==> src/rtl/mc_ctrl.sv <==
// Multi-cycle control FSM for an RV32I subset core: sequences fetch, decode,
// execute, memory and write-back over a shared ALU and one shared memory port.
module mc_ctrl #(
    parameter int unsigned TIMEOUT = 15,
    parameter int unsigned CNT_W   = 4
) (
    input  logic       clk,
    input  logic       rstn,
    input  logic [6:0] opcode,
    input  logic [2:0] funct3,
    input  logic       funct7_5,
    input  logic       zero,
    input  logic       mem_ready,
    output logic       mem_req,
    output logic       mem_we,
    output logic       iord,
    output logic       ir_write,
    output logic       pc_write,
    output logic       pc_src,
    output logic       reg_write,
    output logic [1:0] wd_sel,
    output logic       alu_src_a,
    output logic [1:0] alu_src_b,
    output logic [2:0] alu_op,
    output logic [2:0] ext_op,
    output logic [2:0] state,
    output logic [1:0] trap_cause
);

    typedef enum logic [2:0] {
        S_FETCH  = 3'b000,
        S_DECODE = 3'b001,
        S_EXEC   = 3'b010,
        S_MEM    = 3'b011,
        S_WB     = 3'b100,
        S_TRAP   = 3'b111
    } state_e;

    typedef struct packed {
        logic       legal;
        logic [2:0] op;
    } arith_t;

    localparam logic [6:0] OP_R  = 7'b0110011;
    localparam logic [6:0] OP_I  = 7'b0010011;
    localparam logic [6:0] OP_LD = 7'b0000011;
    localparam logic [6:0] OP_ST = 7'b0100011;
    localparam logic [6:0] OP_BR = 7'b1100011;

    localparam logic [2:0] ALU_ADD = 3'b000;
    localparam logic [2:0] ALU_SUB = 3'b001;
    localparam logic [2:0] ALU_AND = 3'b010;
    localparam logic [2:0] ALU_OR  = 3'b011;
    localparam logic [2:0] ALU_XOR = 3'b100;
    localparam logic [2:0] ALU_SLL = 3'b101;
    localparam logic [2:0] ALU_SRL = 3'b110;
    localparam logic [2:0] ALU_SLT = 3'b111;

    localparam logic [2:0] EXT_NONE = 3'b000;
    localparam logic [2:0] EXT_S    = 3'b001;
    localparam logic [2:0] EXT_I    = 3'b010;
    localparam logic [2:0] EXT_B    = 3'b100;

    localparam logic [1:0] CAUSE_NONE    = 2'b00;
    localparam logic [1:0] CAUSE_ILLEGAL = 2'b01;
    localparam logic [1:0] CAUSE_TIMEOUT = 2'b10;

    localparam bit             WD_EN    = (TIMEOUT != 0);
    localparam logic [CNT_W-1:0] CNT_LAST = CNT_W'(WD_EN ? TIMEOUT - 1 : 0);

    // funct7_5 may only be set for SUB; this also rejects SRA/SRAI.
    function automatic arith_t arith_decode(input logic [2:0] f3, input logic f7,
                                            input logic is_r);
        arith_t r;
        r.legal = !f7;
        r.op    = ALU_ADD;
        case (f3)
            3'b000: begin
                r.legal = !f7 || is_r;
                r.op    = f7 ? ALU_SUB : ALU_ADD;
            end
            3'b001:  r.op = ALU_SLL;
            3'b010:  r.op = ALU_SLT;
            3'b100:  r.op = ALU_XOR;
            3'b101:  r.op = ALU_SRL;
            3'b110:  r.op = ALU_OR;
            3'b111:  r.op = ALU_AND;
            default: r.legal = 1'b0;
        endcase
        return r;
    endfunction

    state_e           state_q, state_d;
    logic [CNT_W-1:0] wd_cnt_q, wd_cnt_d;
    logic [1:0]       cause_q, cause_d;

    logic   is_r, is_i, is_ld, is_st, is_br;
    logic   insn_legal, br_taken, wd_expire;
    arith_t arith;

    logic mem_req_c, ir_write_c, pc_write_c, reg_write_c;

    always_comb begin
        is_r       = (opcode == OP_R);
        is_i       = (opcode == OP_I);
        is_ld      = (opcode == OP_LD);
        is_st      = (opcode == OP_ST);
        is_br      = (opcode == OP_BR);
        arith      = arith_decode(funct3, funct7_5, is_r);
        insn_legal = ((is_r || is_i) && arith.legal)
                  || ((is_ld || is_st) && funct3 == 3'b010)
                  || (is_br && funct3[2:1] == 2'b00);
        br_taken   = funct3[0] ? !zero : zero;
        wd_expire  = WD_EN && (wd_cnt_q == CNT_LAST) && !mem_ready;
    end

    // NOTE: every output and next-state value gets a default before the case so
    // no path leaves a variable unassigned, which would otherwise infer a latch.
    always_comb begin
        state_d     = state_q;
        cause_d     = cause_q;
        wd_cnt_d    = wd_cnt_q;
        mem_req_c   = 1'b0;
        mem_we      = 1'b0;
        iord        = 1'b0;
        ir_write_c  = 1'b0;
        pc_write_c  = 1'b0;
        pc_src      = 1'b0;
        reg_write_c = 1'b0;
        wd_sel      = 2'b00;
        alu_src_a   = 1'b0;
        alu_src_b   = 2'b00;
        alu_op      = ALU_ADD;
        ext_op      = EXT_NONE;

        case (state_q)
            S_FETCH: begin
                mem_req_c = 1'b1;
                alu_src_b = 2'b10;
                if (mem_ready) begin
                    ir_write_c = 1'b1;
                    pc_write_c = 1'b1;
                    state_d    = S_DECODE;
                end else if (wd_expire) begin
                    state_d = S_TRAP;
                    cause_d = CAUSE_TIMEOUT;
                end
            end
            S_DECODE: begin
                // Branch target (OldPC + B-imm) is parked in ALUOut here.
                alu_src_b = 2'b01;
                ext_op    = EXT_B;
                if (insn_legal) begin
                    state_d = S_EXEC;
                end else begin
                    state_d = S_TRAP;
                    cause_d = CAUSE_ILLEGAL;
                end
            end
            S_EXEC: begin
                alu_src_a = 1'b1;
                state_d   = S_FETCH;
                if (is_r) begin
                    alu_op  = arith.op;
                    state_d = S_WB;
                end else if (is_i) begin
                    alu_src_b = 2'b01;
                    ext_op    = EXT_I;
                    alu_op    = arith.op;
                    state_d   = S_WB;
                end else if (is_ld || is_st) begin
                    alu_src_b = 2'b01;
                    ext_op    = is_st ? EXT_S : EXT_I;
                    state_d   = S_MEM;
                end else if (is_br) begin
                    alu_op     = ALU_SUB;
                    pc_write_c = br_taken;
                    pc_src     = br_taken;
                end
            end
            S_MEM: begin
                mem_req_c = 1'b1;
                iord      = 1'b1;
                mem_we    = is_st;
                if (mem_ready) begin
                    state_d = is_ld ? S_WB : S_FETCH;
                end else if (wd_expire) begin
                    state_d = S_TRAP;
                    cause_d = CAUSE_TIMEOUT;
                end
            end
            S_WB: begin
                reg_write_c = 1'b1;
                wd_sel      = is_ld ? 2'b01 : 2'b00;
                state_d     = S_FETCH;
            end
            S_TRAP: begin
            end
            default: state_d = S_FETCH;
        endcase

        if (state_d != state_q) begin
            wd_cnt_d = '0;
        end else if ((state_q == S_FETCH || state_q == S_MEM) && !mem_ready) begin
            wd_cnt_d = wd_cnt_q + CNT_W'(1);
        end
    end

    // NOTE: state registers use non-blocking assignments so every flop samples
    // the pre-edge values regardless of process ordering.
    always_ff @(posedge clk or negedge rstn) begin
        if (!rstn) begin
            state_q  <= S_FETCH;
            wd_cnt_q <= '0;
            cause_q  <= CAUSE_NONE;
        end else begin
            state_q  <= state_d;
            wd_cnt_q <= wd_cnt_d;
            cause_q  <= cause_d;
        end
    end

    // Strobes are masked by rstn so nothing is written once reset asserts.
    assign mem_req    = mem_req_c & rstn;
    assign ir_write   = ir_write_c & rstn;
    assign pc_write   = pc_write_c & rstn;
    assign reg_write  = reg_write_c & rstn;
    assign state      = state_q;
    assign trap_cause = cause_q;

endmodule

==> config.mk <==
export PLATFORM = sky130hd
export DESIGN_NAME = mc_ctrl
export DESIGN_NICKNAME = d
export VERILOG_FILES = /design/src/rtl/mc_ctrl.sv
export SDC_FILE = /design/constraint.sdc
export NUM_CORES = 1
export LEC_CHECK = 0
export BUFFER_PORTS_ARGS = -buffer_cell sky130_fd_sc_hd__buf_4
export CORE_AREA = 2 2 47 49
export CTS_CLUSTER_DIAMETER = 150
export DETAILED_ROUTE_END_ITERATION = 8
export DIE_AREA = 0 0 49 51
export GPL_TIMING_DRIVEN = 0
export PLACE_DENSITY = 0.69
export SLEW_MARGIN = 20
export SYNTH_ARGS = -nofsm -noshare
export SYNTH_HDL_FRONTEND = slang
export SYNTH_SLANG_ARGS = --single-unit
==> constraint.sdc <==
create_clock -name clk -period 2.9 [get_ports clk]
set_clock_uncertainty 0.05 [all_clocks]
set_input_delay 0.58 -clock clk [delete_from_list [all_inputs] [get_ports clk]]
set_output_delay 0.58 -clock clk [all_outputs]
set_load 0.03 [all_outputs]
==> results of run 1 <==
through the flow:
stage / util / setup WS (ns) / power [W] / area, sq um / std cells
2_1_floorplan: - / 0.169 / 0.000591 / 836 / 106
3_3_place_gp: 0.546 / 0.238 / 0.000772 / 1130 / 168
3_5_place_dp: 0.546 / 0.227 / 0.000780 / 1130 / 168
4_1_cts: 0.559 / 0.226 / 0.000877 / 1150 / 172
5_1_grt: 0.559 / 0.108 / 0.000936 / 1150 / 172
6_report: 0.559 / 0.233 / 0.000875 / 1150 / 172
power groups by stage:
stage          registers [W]  clock network (W)  logic (W)
2_1_floorplan       0.000212                  0   0.000379
3_3_place_gp        0.000174                  0   0.000598
3_5_place_dp        0.000176                  0   0.000604
4_1_cts             0.000174          0.0000970   0.000605
5_1_grt             0.000180           0.000103   0.000653
6_report            0.000174          0.0000960   0.000605
final timing paths:
kind / startpoint / endpoint
worst max register to register: wd_cnt_q[0]$_DFFE_PN0P_ / wd_cnt_q[3]$_DFFE_PN0P_
worst min register to register: trap_cause[1]$_DFFE_PN0P_ / trap_cause[1]$_DFFE_PN0P_
max in group asynchronous: rstn / wd_cnt_q[2]$_DFFE_PN0P_
worst min-delay path: rstn / state[2]$_DFF_PN0_
min in group clk: trap_cause[1]$_DFFE_PN0P_ / trap_cause[1]$_DFFE_PN0P_
worst max-delay path: opcode[2] / alu_op[2]
layer usage:
layer,vias up,GRT usage
met2,28,0.292
met5,-,0
met4,0,0.0286
li1,459,-
met1,395,0.216
met3,0,0.0292
flip-flops by register name, indices dropped and copies added (netlist names):
name / count
wd_cnt_q: 4
state: 3
trap_cause: 2
area by class of cell:
| type | count | area share |
|---|---|---|
| clock buffer | 4 | 0.0228 |
| multi-input combinational | 85 | 0.484 |
| tap | 28 | 0.0304 |
| inverter | 5 | 0.0163 |
| sequential | 9 | 0.195 |
| timing repair buffer | 34 | 0.221 |
| buffer | 7 | 0.0293 |
logic make-up (layout without fill, tap and decap cells):
logic type | after synthesis | count (layout) | share of synthesized area
AO/OA/AOI/OAI | 25 | 25 | 0.190
XOR/XNOR | 6 | 6 | 0.0629
adder cells (fa/ha/maj) | 2 | 2 | 0.0299
buffers and inverters | 12 | 50 | 0.0629
flip-flops | 9 | 9 | 0.269
other | 1 | 1 | 0.00449
AND/OR/NAND/NOR | 51 | 51 | 0.380
placed cells by master (no fill, tap or decap), drive strengths merged, types with 3 or more instances in the layout:
master  instances
o21ai           3
xor2            4
and3            4
nand2           6
nand2b          3
a21oi          11
nor3b           4
inv             5
clkbuf          7
dfrtp           9
nor2           10
nor3           11
buf            38
a31oi           3
worst register-to-register path: cells and delay by family (launching register included):
family                   cells  cell delay, ns
adder cells (fa/ha/maj)      1            0.14
buffers and inverters        1            0.07
AO/OA/AOI/OAI                3            0.74
flip-flops                   1            0.42
AND/OR/NAND/NOR              2            0.35
==> summary.txt, run 1 <==
Finish
  – Nets: 162
  – Layout cells sized above 1: 0.313
  – Reg area: 225 sq um
  – Layout area overhead: 37.9%
  – Multi-input combinational cell area: 558 sq um
  – Antenna cells: 0
  – Fillers: 199

Global route
  – Grt ovf: 0
  – Initial antenna violation count: 0
  – Global Route Usage Sum: 0.166
  – Vias in the first global route: 773
  – Largest net degree at the start of global routing: 13
  – First-pass GRT wire length: 3.35 mm

Power
  – Combinational fraction of design power: 0.692
  – Design internal power: 0.000424 W
  – Sequential power share: 0.199
  – Switch Pwr: 0.000452 W
  – Clock share of power: 0.110
  – Power Density: 759 mW/mm^2
  – Max rail drop VDD: 0.000435 V
  – Static Leakage: 0.547 nW
  – Switch share: 0.516

Synth
  – Cells after Synth: 106
  – Yosys warns: 0
  – Synth area leader: dfrtp_1
  – Post-synthesis sequential area ratio: 0.269
  – Cell Area, Synth: 836 sq um
  – Syn Nets: 123
  – Synth top area share: 0.269
  – Async S/R FF share, synth: 1.00
  – Count of flip-flops with a built-in enable after synthesis: 0
  – Post-synth top flop: dfrtp_1
  – Area contributors post-synth: dfrtp_1 (27%), a21oi_1 (6.6%), nor3_1 (6.0%), nor2_1 (4.5%), xor2_1 (4.2%)
  – Synth Register Bits: 9
  – Top-count cell post-synth: a21oi_1
  – Post-synth cell types: 36
  – Mean post-synth cell area: 7.88 sq um
  – Most frequent cells after synthesis: a21oi_1 (11), nor2_1 (10), nor3_1 (10), dfrtp_1 (9), nand2_1 (6)

Worst setup path
  – Kind of critical path: in2out
  – Slowest stage delay, CP: 0.59 ns
  – Worst Path Max Fanout: 6
  – R2R Setup Slk: 1.01 ns
  – CP delay by family, top: simple AND/OR/NAND/NOR gates
  – Crit path buf inv count: 2
  – Crit path arrival time: 2.04 ns
  – Worst setup SP type: input pin
  – CP endpoint kind: output port
  – Crit-path cells: buf_4, nand4bb_4, or4b_4, nor2_1, nand2_1, nor2_1, buf_4
  – Worst Reg-to-Reg Cells: 7
  – Slowest-stage cell, CP: or4b_4
  – Worst EP required: 2.27 ns
  – Critical Path Stages: 7

Detailed routing
  – 1st-iter DRT viols: 14
  – Antenna Nets Post-Route: 0
  – WL met3: 102 um
  – DRT Wirelength: 2.04 mm
  – Routed length on met2: 991 um
  – Vias: 882
  – Pre-antenna DRT Iters: 4
  – DRC violations left: 0
  – Uppermost layer routed: met3
  – Routed len/inst: 11.8 um
  – M1 WL: 943 um
  – Via density: 5.13

Clock tree
  – Post-CTS sizing: 0
  – Root buf cell: clkbuf_4
  – Clk_lat worst skew: 0.26 ns
  – Num CTS Buffers: 3
  – Clock transition at the registers of the reported paths: 0.06 ns
  – TritonCTS clock tree: done
  – Hold buffers post-CTS: 0
  – H-tree depth: 1
  – Clock sink count: 9
  – Max clock buf depth: 2
  – Setup bufs post-CTS: 0

Floorplanning
  – Die Y: 51 um
  – Die width: 49 um
  – Starting Density: 0.405
  – FP Rows: 17
  – Die area: 0.00250 sq mm
  – Core area: 0.00206 sq mm
  – I/O pins: 38

Hold path
  – Min-delay worst type: in2async

STA
  – Pin slew with the least headroom to its limit: 0.510 ns
  – Fin crit share: 0.920
  – RSZ-0062 raised after global routing: no
  – Fin. max-slew vios: 0
  – Setup_tns: 0 ns
  – Final Hold Viols: 0
  – Slew headroom: 0.656
  – Highest clock rate: 375 MHz
  – WHS: 0.0958 ns
  – Final setup vio count: 0
  – Tmin final: 2.67 ns

Placement
  – Dpl hpwl: 1.63 mm
  – Port buffer count: 34
  – Routability Congestion: 0.763

Job
  – Max Cap Viol: 0

Run status
  – Status: finished clean
Note: power is estimated with default switching activity, not from simulation.
==> inputs of run 2 (changes only) <==
ABC_AREA = 1   (was unset)
CORE_AREA = 2 2 50 52   (was 2 2 47 49)
DIE_AREA = 0 0 52 54   (was 0 0 49 51)
==> summary.txt, run 2 <==
Synth
  – Syn Nets: 165
  – Cells after Synth: 148
  – Post-synth cell types: 31
  – Area contributors post-synth: dfrtp_1 (23%), nand2_1 (11%), nor2_1 (8.4%), inv_1 (6.5%), nand2_2 (4.4%)
  – Top-count cell post-synth: nand2_1
  – Post-synth top flop: dfrtp_1
  – Most frequent cells after synthesis: nand2_1 (28), nor2_1 (22), inv_1 (17), dfrtp_1 (9)
  – Post-synthesis sequential area ratio: 0.229
  – Async S/R FF share, synth: 1.00
  – Count of flip-flops with a built-in enable after synthesis: 0
  – Cell Area, Synth: 985 sq um
  – Synth top area share: 0.229
  – Synth area leader: dfrtp_1
  – Mean post-synth cell area: 6.65 sq um
  – Yosys warns: 0
  – Synth Register Bits: 9

Detailed routing
  – Antenna Nets Post-Route: 0
  – Vias: 1028
  – Via density: 4.72
  – DRT Wirelength: 2.28 mm
  – Routed len/inst: 10.5 um
  – Pre-antenna DRT Iters: 4
  – DRC violations left: 0
  – 1st-iter DRT viols: 15

Clock tree
  – Hold buffers post-CTS: 0
  – Max clock buf depth: 2
  – Root buf cell: clkbuf_4
  – Clk_lat worst skew: 0.25 ns
  – Clock sink count: 9
  – TritonCTS clock tree: done
  – Setup bufs post-CTS: 0
  – Num CTS Buffers: 3
  – Post-CTS sizing: 0
  – H-tree depth: 1
  – Clock transition at the registers of the reported paths: 0.06 ns

Worst setup path
  – Worst EP required: 2.27 ns
  – CP endpoint kind: output port
  – Slowest-stage cell, CP: dfrtp_1
  – Worst setup SP type: flop
  – Crit path buf inv count: 4
  – Critical Path Stages: 8
  – CP delay by family, top: simple AND/OR/NAND/NOR gates
  – Kind of critical path: reg2out
  – Crit path arrival time: 1.82 ns
  – Slowest stage delay, CP: 0.50 ns
  – Worst Path Max Fanout: 7
  – Worst Reg-to-Reg Cells: 12
  – Crit-path cells: inv_2, nand2_2, nor2_4, inv_4, nor2_2, inv_1, nor3_1, buf_4

Finish
  – Layout area overhead: 33.9%
  – Fillers: 235
  – Final instance area: 0.00132 sq mm
  – Nets: 206
  – Commonest non-fill, non-tap cell in the layout: buf_4
  – Number of flip-flops in the largest register: 4
  – Commonest cells after routing, fill and taps aside: buf_4 (37), nand2_1 (28), nor2_1 (22), inv_1 (17), dfrtp_1 (9)
  – Layout cells sized above 1: 0.388
  – Biggest register: wd_cnt_q
  – Finished Core Util: 0.569
  – Antenna cells: 0

STA
  – Final setup vio count: 0
  – RSZ-0062 raised after global routing: no
  – Tmin final: 2.45 ns
  – WHS: 0.0890 ns
  – Setup_tns: 0 ns
  – Highest clock rate: 408 MHz
  – Final Hold Viols: 0
  – Fin crit share: 0.846
  – Fin. max-slew vios: 0

Floorplanning
  – Die Y: 54 um
  – Core area: 0.00232 sq mm
  – Die area: 0.00281 sq mm
  – Die width: 52 um
  – FP Rows: 18
  – I/O pins: 38
  – Starting Density: 0.424

Job
  – Max Cap Viol: 0

Run status
  – Status: finished clean

Hold path
  – Min-delay worst type: in2async

Placement
  – Placed cell area: 0.00129 sq mm
  – Port buffer count: 36
  – Routability Congestion: 0.816
  – Dpl hpwl: 1.91 mm

Global route
  – Initial antenna violation count: 0
  – Largest net degree at the start of global routing: 11
  – Vias in the first global route: 857
  – Global Route Usage Sum: 0.172
  – Grt ovf: 0
  – First-pass GRT wire length: 3.68 mm

Power
  – Static Leakage: 0.688 nW
  – Total power draw: 0.00115 W
  – Max rail drop VDD: 0.000609 V
  – Power Density: 869 mW/mm^2
[run 2: cell count changes after synthesis, sizes merged, moves of 3 or more]
cell    change
a31oi       -3
nand4       +5
and3        -3
clkbuf      -3
nand2      +31
o21ai       +3
nand3       +7
nand2b      -3
nor2       +21
a21oi       -7
nor3b       -4
nor3        -3
inv        +19
[run 2: cell families (layout without fill, tap and decap cells)]
group | count (synthesis) | after routing | synth area share
simple gates | 91 | 91 | 0.497
buf+inv | 26 | 66 | 0.109
compound gates | 15 | 15 | 0.100
flops | 9 | 9 | 0.229
xor+xnor | 4 | 4 | 0.0356
fa+ha+maj | 2 | 2 | 0.0254
other cells | 1 | 1 | 0.00381
[run 2: worst paths after layout]
| check | from | slack, ns | to |
|---|---|---|---|
| worst max-delay path | state[0]$_DFF_PN0_ | 0.45 | alu_op[2] |
| worst min-delay path | rstn | 0.09 | wd_cnt_q[1]$_DFFE_PN0P_ |
| worst max register to register | state[0]$_DFF_PN0_ | 1.14 | wd_cnt_q[1]$_DFFE_PN0P_ |
| worst min register to register | trap_cause[0]$_DFFE_PN0P_ | 0.44 | trap_cause[0]$_DFFE_PN0P_ |
| max in group asynchronous | rstn | 2.58 | state[1]$_DFF_PN0_ |
| min in group clk | trap_cause[0]$_DFFE_PN0P_ | 0.44 | trap_cause[0]$_DFFE_PN0P_ |
[run 2: worst register-to-register path: cells and delay by family, from the launching register on]
family	cells	cell delay, ns
and+or+nand+nor	9	0.81
buffers and inverters	3	0.28
DFF	1	0.50
[run 2: metrics by stage]
step                      setup WS [ns]  std cells
after floorplan                   0.171        148
after global placement            0.572        214
after detailed placement          0.560        214
after CTS                         0.437        218
after global routing              0.314        218
final                             0.447        218
[run 2: cell type report]
cell class / count / area, sq um / share of cell area
Buffer: 2 / 12.5 / 0.00949
Multi-Input combinational cell: 113 / 652 / 0.494
Clock buffer: 4 / 26.3 / 0.0199
Tap cell: 30 / 37.5 / 0.0285
Timing Repair Buffer: 36 / 270 / 0.205
Sequential cell: 9 / 225 / 0.171
Inverter: 24 / 95.1 / 0.0721
[run 2: layer usage]
layer | wire [um] | global-route usage
met1 | 1190 | 0.263
met3 | 106 | 0.0306
met2 | 981 | 0.255
met5 | 0 | 0
met4 | 0 | 0.0263
[run 2: power by group]
| part | switching, W | internal [W] | total (W) |
|---|---|---|---|
| clock | 0.0000384 | 0.0000527 | 0.0000911 |
| sequential | 0.0000611 | 0.000167 | 0.000228 |
| combinational | 0.000541 | 0.000286 | 0.000826 |
| total | 0.000640 | 0.000505 | 0.00115 |
